File: config.mk
export PLATFORM = sky130hd
export DESIGN_NAME = seq_serializer_flat
export DESIGN_NICKNAME = d
export VERILOG_FILES = /design/src/rtl/seq_serializer_pkg.sv /design/src/rtl/seq_serializer_if.sv /design/src/rtl/seq_serializer_piso.sv /design/src/rtl/seq_serializer.sv /design/src/flat_wrapper.sv
export SDC_FILE = /design/constraint.sdc
export NUM_CORES = 1
export LEC_CHECK = 0
export ABC_AREA = 1
export CORE_UTILIZATION = 57
export CTS_CLUSTER_DIAMETER = 100
export DETAILED_ROUTE_END_ITERATION = 7
export GPL_ROUTABILITY_DRIVEN = 1
export PLACE_DENSITY_LB_ADDON = 0.05
export SLEW_MARGIN = 20
export SYNTH_ARGS = -nofsm -noshare
export SYNTH_HDL_FRONTEND = slang
export SYNTH_HIERARCHICAL = 1
export SYNTH_SLANG_ARGS = --single-unit
File: constraint.sdc
create_clock -name clk -period 2.9 [get_ports clk]
set_input_delay 0.58 -clock clk [delete_from_list [all_inputs] [get_ports clk]]
set_output_delay 0.58 -clock clk [all_outputs]
set_load 0.1 [all_outputs]
File: src/rtl/seq_serializer_pkg.sv
// Shared state encoding and defaults for the word-to-bit serializer.
// Latency: n/a (types and constants only).
// Backpressure: n/a.
package seq_pkg;
    localparam int STATE_W = 2;

    typedef enum logic [STATE_W-1:0] {
        IDLE       = 2'd0,
        SHIFT      = 2'd1,
        SHIFT_PEND = 2'd2
    } state_t;

    localparam logic IDLE_BIT_DEF = 1'b0;
endpackage

File: src/rtl/seq_serializer_if.sv
// Word handshake between a parallel producer and the serializer.
// Latency: n/a (wires only).
// Backpressure: data_ready from the slave gates acceptance of data_in.
interface seq_serializer_if #(
    parameter int WIDTH = 8
);
    logic [WIDTH-1:0] data_in;
    logic             data_valid;
    logic             data_ready;

    modport master (output data_in, output data_valid, input data_ready);
    modport slave  (input data_in, input data_valid, output data_ready);
endinterface

File: src/rtl/seq_serializer_piso.sv
// WIDTH-bit parallel-load / serial-shift register; bit_out is the bit currently on the line.
// Latency: a loaded word appears on bit_out the cycle after load.
// Backpressure: none; load has priority over shift.
module seq_piso_shreg #(
    parameter int WIDTH     = 8,
    parameter int MSB_FIRST = 1
) (
    input  logic             clk,
    input  logic             rst,
    input  logic             load,
    input  logic             shift,
    input  logic [WIDTH-1:0] data,
    output logic             bit_out
);
    logic [WIDTH-1:0] sh_q;

    always_ff @(posedge clk) begin
        if (rst) begin
            sh_q <= '0;
        end else if (load) begin
            sh_q <= data;
        end else if (shift) begin
            if (MSB_FIRST != 0) sh_q <= {sh_q[WIDTH-2:0], 1'b0};
            else                sh_q <= {1'b0, sh_q[WIDTH-1:1]};
        end
    end

    assign bit_out = (MSB_FIRST != 0) ? sh_q[WIDTH-1] : sh_q[0];
endmodule

File: src/rtl/seq_serializer.sv
// Parallel-to-serial stage feeding the "101" detector: one word in, one bit per clock out.
// Latency: word accepted at edge k is on seq_out in cycles k+1..k+WIDTH.
// Backpressure: one-word pending register; data_ready drops only while it holds a word.
module seq_serializer
    import seq_pkg::*;
#(
    parameter int   WIDTH     = 8,
    parameter int   MSB_FIRST = 1,
    parameter logic IDLE_BIT  = IDLE_BIT_DEF,
    parameter int   CNT_W     = 16
) (
    input  logic                clk,
    input  logic                rst,
    seq_serializer_if.slave     in_if,
    output logic                seq_out,
    output logic                seq_valid,
    output logic                busy,
    output logic [CNT_W-1:0]    words_sent,
    output logic [STATE_W-1:0]  state_out
);
    localparam int              BC_W    = $clog2(WIDTH);
    localparam logic [BC_W-1:0] BC_LAST = BC_W'(WIDTH - 1);

    state_t           state_q, state_d;
    logic [BC_W-1:0]  bit_cnt_q, bit_cnt_d;
    logic [WIDTH-1:0] pend_q;
    logic             pend_full_q;
    logic [CNT_W-1:0] words_q;
    logic             seq_valid_q;

    logic             accept;
    logic             last_bit;
    logic             sh_load;
    logic             sh_shift;
    logic [WIDTH-1:0] sh_data;
    logic             sh_bit;
    logic             pend_cap;
    logic             word_done;

    assign accept   = in_if.data_valid & ~pend_full_q;
    assign last_bit = (bit_cnt_q == '0);

    always_comb begin
        state_d   = state_q;
        bit_cnt_d = bit_cnt_q;
        sh_load   = 1'b0;
        sh_shift  = 1'b0;
        sh_data   = in_if.data_in;
        pend_cap  = 1'b0;
        word_done = 1'b0;
        case (state_q)
            IDLE: begin
                if (accept) begin
                    sh_load   = 1'b1;
                    bit_cnt_d = BC_LAST;
                    state_d   = SHIFT;
                end
            end
            SHIFT: begin
                if (last_bit) begin
                    word_done = 1'b1;
                    if (accept) begin
                        sh_load   = 1'b1;
                        bit_cnt_d = BC_LAST;
                    end else begin
                        state_d = IDLE;
                    end
                end else begin
                    sh_shift  = 1'b1;
                    bit_cnt_d = bit_cnt_q - BC_W'(1);
                    if (accept) begin
                        pend_cap = 1'b1;
                        state_d  = SHIFT_PEND;
                    end
                end
            end
            SHIFT_PEND: begin
                // No accept possible here; the pending word follows the last bit with no gap.
                if (last_bit) begin
                    word_done = 1'b1;
                    sh_load   = 1'b1;
                    sh_data   = pend_q;
                    bit_cnt_d = BC_LAST;
                    state_d   = SHIFT;
                end else begin
                    sh_shift  = 1'b1;
                    bit_cnt_d = bit_cnt_q - BC_W'(1);
                end
            end
            default: state_d = IDLE;
        endcase
    end

    always_ff @(posedge clk) begin
        if (rst) begin
            state_q     <= IDLE;
            bit_cnt_q   <= '0;
            pend_q      <= '0;
            pend_full_q <= 1'b0;
            words_q     <= '0;
            seq_valid_q <= 1'b0;
        end else begin
            state_q     <= state_d;
            bit_cnt_q   <= bit_cnt_d;
            pend_full_q <= (state_d == SHIFT_PEND);
            seq_valid_q <= (state_d != IDLE);
            if (pend_cap)  pend_q  <= in_if.data_in;
            if (word_done) words_q <= words_q + CNT_W'(1);
        end
    end

    seq_piso_shreg #(
        .WIDTH     (WIDTH),
        .MSB_FIRST (MSB_FIRST)
    ) u_shreg (
        .clk     (clk),
        .rst     (rst),
        .load    (sh_load),
        .shift   (sh_shift),
        .data    (sh_data),
        .bit_out (sh_bit)
    );

    assign in_if.data_ready = ~pend_full_q;
    assign seq_valid        = seq_valid_q;
    assign seq_out          = seq_valid_q ? sh_bit : IDLE_BIT;
    assign busy             = (state_q != IDLE);
    assign words_sent       = words_q;
    assign state_out        = state_q;
endmodule

File: src/flat_wrapper.sv
// flat-port wrapper written by rule: the top's interface ports become plain ports
module seq_serializer_flat import seq_pkg::*;
#(
    parameter int   WIDTH     = 8,
    parameter int   MSB_FIRST = 1,
    parameter logic IDLE_BIT  = IDLE_BIT_DEF,
    parameter int   CNT_W     = 16
)
  (clk, rst, seq_out, seq_valid, busy, words_sent, state_out, in_if_data_in, in_if_data_valid, in_if_data_ready);
  seq_serializer_if #(.WIDTH(WIDTH)) in_if_i ();
  input  logic clk;
  input  logic rst;
  output logic seq_out;
  output logic seq_valid;
  output logic busy;
  output logic [CNT_W-1:0] words_sent;
  output logic [STATE_W-1:0] state_out;
  input wire logic [$bits(in_if_i.data_in)-1:0] in_if_data_in;
  input wire logic [$bits(in_if_i.data_valid)-1:0] in_if_data_valid;
  output wire logic [$bits(in_if_i.data_ready)-1:0] in_if_data_ready;
  assign in_if_i.data_in = in_if_data_in;
  assign in_if_i.data_valid = in_if_data_valid;
  assign in_if_data_ready = in_if_i.data_ready;
  seq_serializer #(.WIDTH(WIDTH), .MSB_FIRST(MSB_FIRST), .IDLE_BIT(IDLE_BIT), .CNT_W(CNT_W)) u_core (.clk(clk), .rst(rst), .in_if(in_if_i), .seq_out(seq_out), .seq_valid(seq_valid), .busy(busy), .words_sent(words_sent), .state_out(state_out));
endmodule
==> impl_metrics.csv <==
group,metric,value,unit
status,status,"completed",
logic_synthesis,synthesis.nets,319,
worst_setup_path,slowest_stage,"nor2_1",
global_route,grt_pass1_wl,7670,µm
logic_synthesis,synthCells,300,
placed_design,placed_cell_area,2430,µm²
drt,firstDrtPassIters,4,
worst_setup_path,r2r_end,"u_core/u_shreg/sh_q[3]",
power,clkPwrFrac,23.9,%
sta,setup_viol,0,
placed_design,hpwl,3130,µm
sta,worst-slew-pin-transition,0.794,ns
cts,cts_root_buffer,"clkbuf_8",
sta,final.min_clock_period,2.14,ns
cells_and_area,final_common_cell,"nand2_1",
sta,hold_ws,0.455,ns
cells_and_area,final_cells,380,
floorplan,die_y,63.1,µm
min_path,hold_start,"u_core/pend_q[2]",
power,powerDensity,565,nW/µm²
cts,cts.sinks,39,
power,p_comb_share,32.5,%
power,p_int,880,µW
placed_design,io_buffers,32,
drt,avgRoutedWirePerCell,11.8,µm
floorplan,start_util,61.8,%
drt,drt_iter0_drc,128,
placed_design,gp_congestion,0.899,
cts,cts_setup_buffers,0,
sta,maxSlewViolCount,0,
sta,fmax,467,MHz
worst_setup_path,crit_path_frequent_cell,"inv_1",
sta,rsz0062_at_grt,"no",
global_route,grt_overflow_total,0,
cells_and_area,utilization,72.6,%
logic_synthesis,yosysUniqueCellTypes,31,
logic_synthesis,synth_seq_cells,39,
worst_setup_path,crit_type,"reg -> reg",
min_path,hold_depth,2,
logic_synthesis,yosysTopAreaCell,"dfxtp_1",
floorplan,io_pins,33,
cells_and_area,nNetsFinal,354,
worst_setup_path,endpoint_kind,"register",
sta,fin_crit_sh,73.8,%
global_route,first_global_vias,1770,
worst_setup_path,cp_top_family,"simple AND/OR/NAND/NOR gates",
floorplan,dieArea,3980,µm²
min_path,hold_end,"u_core/pend_q[2]",
cells_and_area,antenna_cells,0,
power,switching_share,37.7,%
drt,vias,1937,
cts,clkTransAtPathRegs,0.07,ns
cts,clockBufferDepth,2,
drt,avgViaCountPerCell,5.10,
sta,relSlewSlack,46.8,%
power,seq_power_share,43.6,%
worst_setup_path,max_stage_delay,0.63,ns
drt,final_antenna_net_count,0,
cts,cts_resized,0,
power,p_switching,533,µW
logic_synthesis,synthTopCellsByArea,"dfxtp_1, nand2_1, inv_1",
drt,route.detailed.drc,0,
power,p_leak,1.20,nW
floorplan,coreArea,3440,µm²
worst_setup_path,start_kind,"register",
sta,fin_tns_setup,0,ns
floorplan,row_count,21,
global_route,grt_max_degree,18,
cts,clock_latency,0.29,ns
floorplan,die_w,63.1,µm
sta,clock_skew,0.00641,ns
min_path,hold_path_class,"reg -> reg",
cts,cts_tree,"done",
placed_design,place_inst,374,
run,maxCapViolCount,0,
logic_synthesis,ys_seq_area_share,36.7,%
logic_synthesis,synth.top_cell.area_share,36.7,%
cells_and_area,design_area,2500,µm²
sta,hold_viol,0,
worst_setup_path,required,3.14,ns
logic_synthesis,syn_area,2130,µm²
worst_setup_path,rr_worst_depth,8,
logic_synthesis,synth_warnings,6,
worst_setup_path,path_buf_inv,3,
cells_and_area,drive_above_1_share,15.3,%
cts,hold_buffers,0,
worst_setup_path,r2r_start,"u_core/state_out[0]",
logic_synthesis,syn_avg_cell_area,7.09,µm²
worst_setup_path,crit_chain,"inv_1 -> ha_1 -> inv_1 -> nor2_1 -> nand3_1 -> nand3_1 -> nand2_1 -> inv_1",
cells_and_area,area_delta_synth_final,17.6,%
worst_setup_path,path_max_fanout,8,
cts,htree_levels,2,
cts,cts_buffers,5,
cells_and_area,layout_common_cells,"nand2_1, inv_1, dfxtp_1",
power,ir_drop,0.424,mV
drt,routed_wl,4500,µm
worst_setup_path,crit_arrival,2.38,ns
global_route,grt_usage,24.6,%
worst_setup_path,reg2reg_slack,0.76,ns
global_route,grt_antenna_before_repair,0,
==> cells by family (layout without fill, tap and decap cells) <==
| logic type | Yosys count | after routing | share of synthesized area (%) |
|---|---|---|---|
| XOR/XNOR | 5 | 5 | 2.06 |
| flip-flops | 39 | 39 | 36.7 |
| adder cells (fa/ha/maj) | 8 | 8 | 4.71 |
| buffers and inverters | 57 | 91 | 10.7 |
| AO/OA/AOI/OAI | 54 | 54 | 13.2 |
| AND/OR/NAND/NOR | 137 | 137 | 32.6 |
==> tightest hold or removal path, cell delays in order (launching register included) <==
cell and delay [ns]:
dfxtp_1 0.30, inv_1 0.05, a21oi_1 0.06
==> per-layer routing <==
metal | part of all wire, % | vias to the layer above | global-route usage, %
met3 | 3.7 | 4 | 7.25
met2 | 46 | 36 | 39.0
met4 | 1.3 | 0 | 9.88
met1 | 49 | 876 | 31.0
met5 | 0 | - | 0
li1 | - | 1021 | -
==> synthesized netlist by cell type, drive strengths merged <==
cell,number
buf,4
a31oi,1
xnor2,1
dfxtp,39
o21a,1
inv,51
nor2,30
nand2,75
a21oi,24
nor3,2
clkbuf,2
xor2,4
o21ai,27
nor3b,2
nand3,22
ha,8
o211ai,1
nand4,6
==> per-stage QoR <==
step,setup slack [ns],power [mW]
final,0.759,1.41
after global routing,0.609,1.50
after CTS,0.790,1.43
after detailed placement,0.654,1.08
after global placement,0.736,1.08
after floorplan,0.279,0.993
==> sequential cells by signal (all words and copies together) (netlist names) <==
signal and cells:
u_core/pend_q 8, u_core/pend_full_q 1, u_core/seq_valid 1, u_core/state_out 2, u_core/bit_cnt_q 3, u_core/words_sent 16, u_core/u_shreg/sh_q 8
==> area by class of cell <==
class                           instances  area (µm²)
Inverter                               51         191
Timing Repair Buffer                   34         280
Fill cell                             309         942
Sequential cell                        39         781
Clock buffer                            6        72.6
Multi-Input combinational cell        204        1120
Tap cell                               46        57.6
==> power groups by stage <==
| stage | logic [mW] | clock network [mW] | registers (mW) |
|---|---|---|---|
| 6_report | 0.459 | 0.338 | 0.617 |
| 5_1_grt | 0.501 | 0.371 | 0.623 |
| 4_1_cts | 0.458 | 0.351 | 0.617 |
| 2_1_floorplan | 0.299 | 0 | 0.694 |
| 3_5_place_dp | 0.456 | 0 | 0.628 |
| 3_3_place_gp | 0.449 | 0 | 0.627 |
==> how the worst max path moves through the flow <==
stage	startpoint	end	slack, ns	depth (start not counted)
floorplan	u_core/state_out[0]	busy	0.28	3
CTS	u_core/state_out[0]	u_core/u_shreg/sh_q[3]	0.79	8
detailed placement	in_if_data_valid	u_core/u_shreg/sh_q[3]	0.65	11
global route	u_core/state_out[0]	u_core/u_shreg/sh_q[4]	0.61	8
finish	u_core/state_out[0]	u_core/u_shreg/sh_q[3]	0.76	8
global placement	in_if_data_valid	u_core/u_shreg/sh_q[2]	0.74	11
Note: power is estimated with default switching activity, not from simulation.
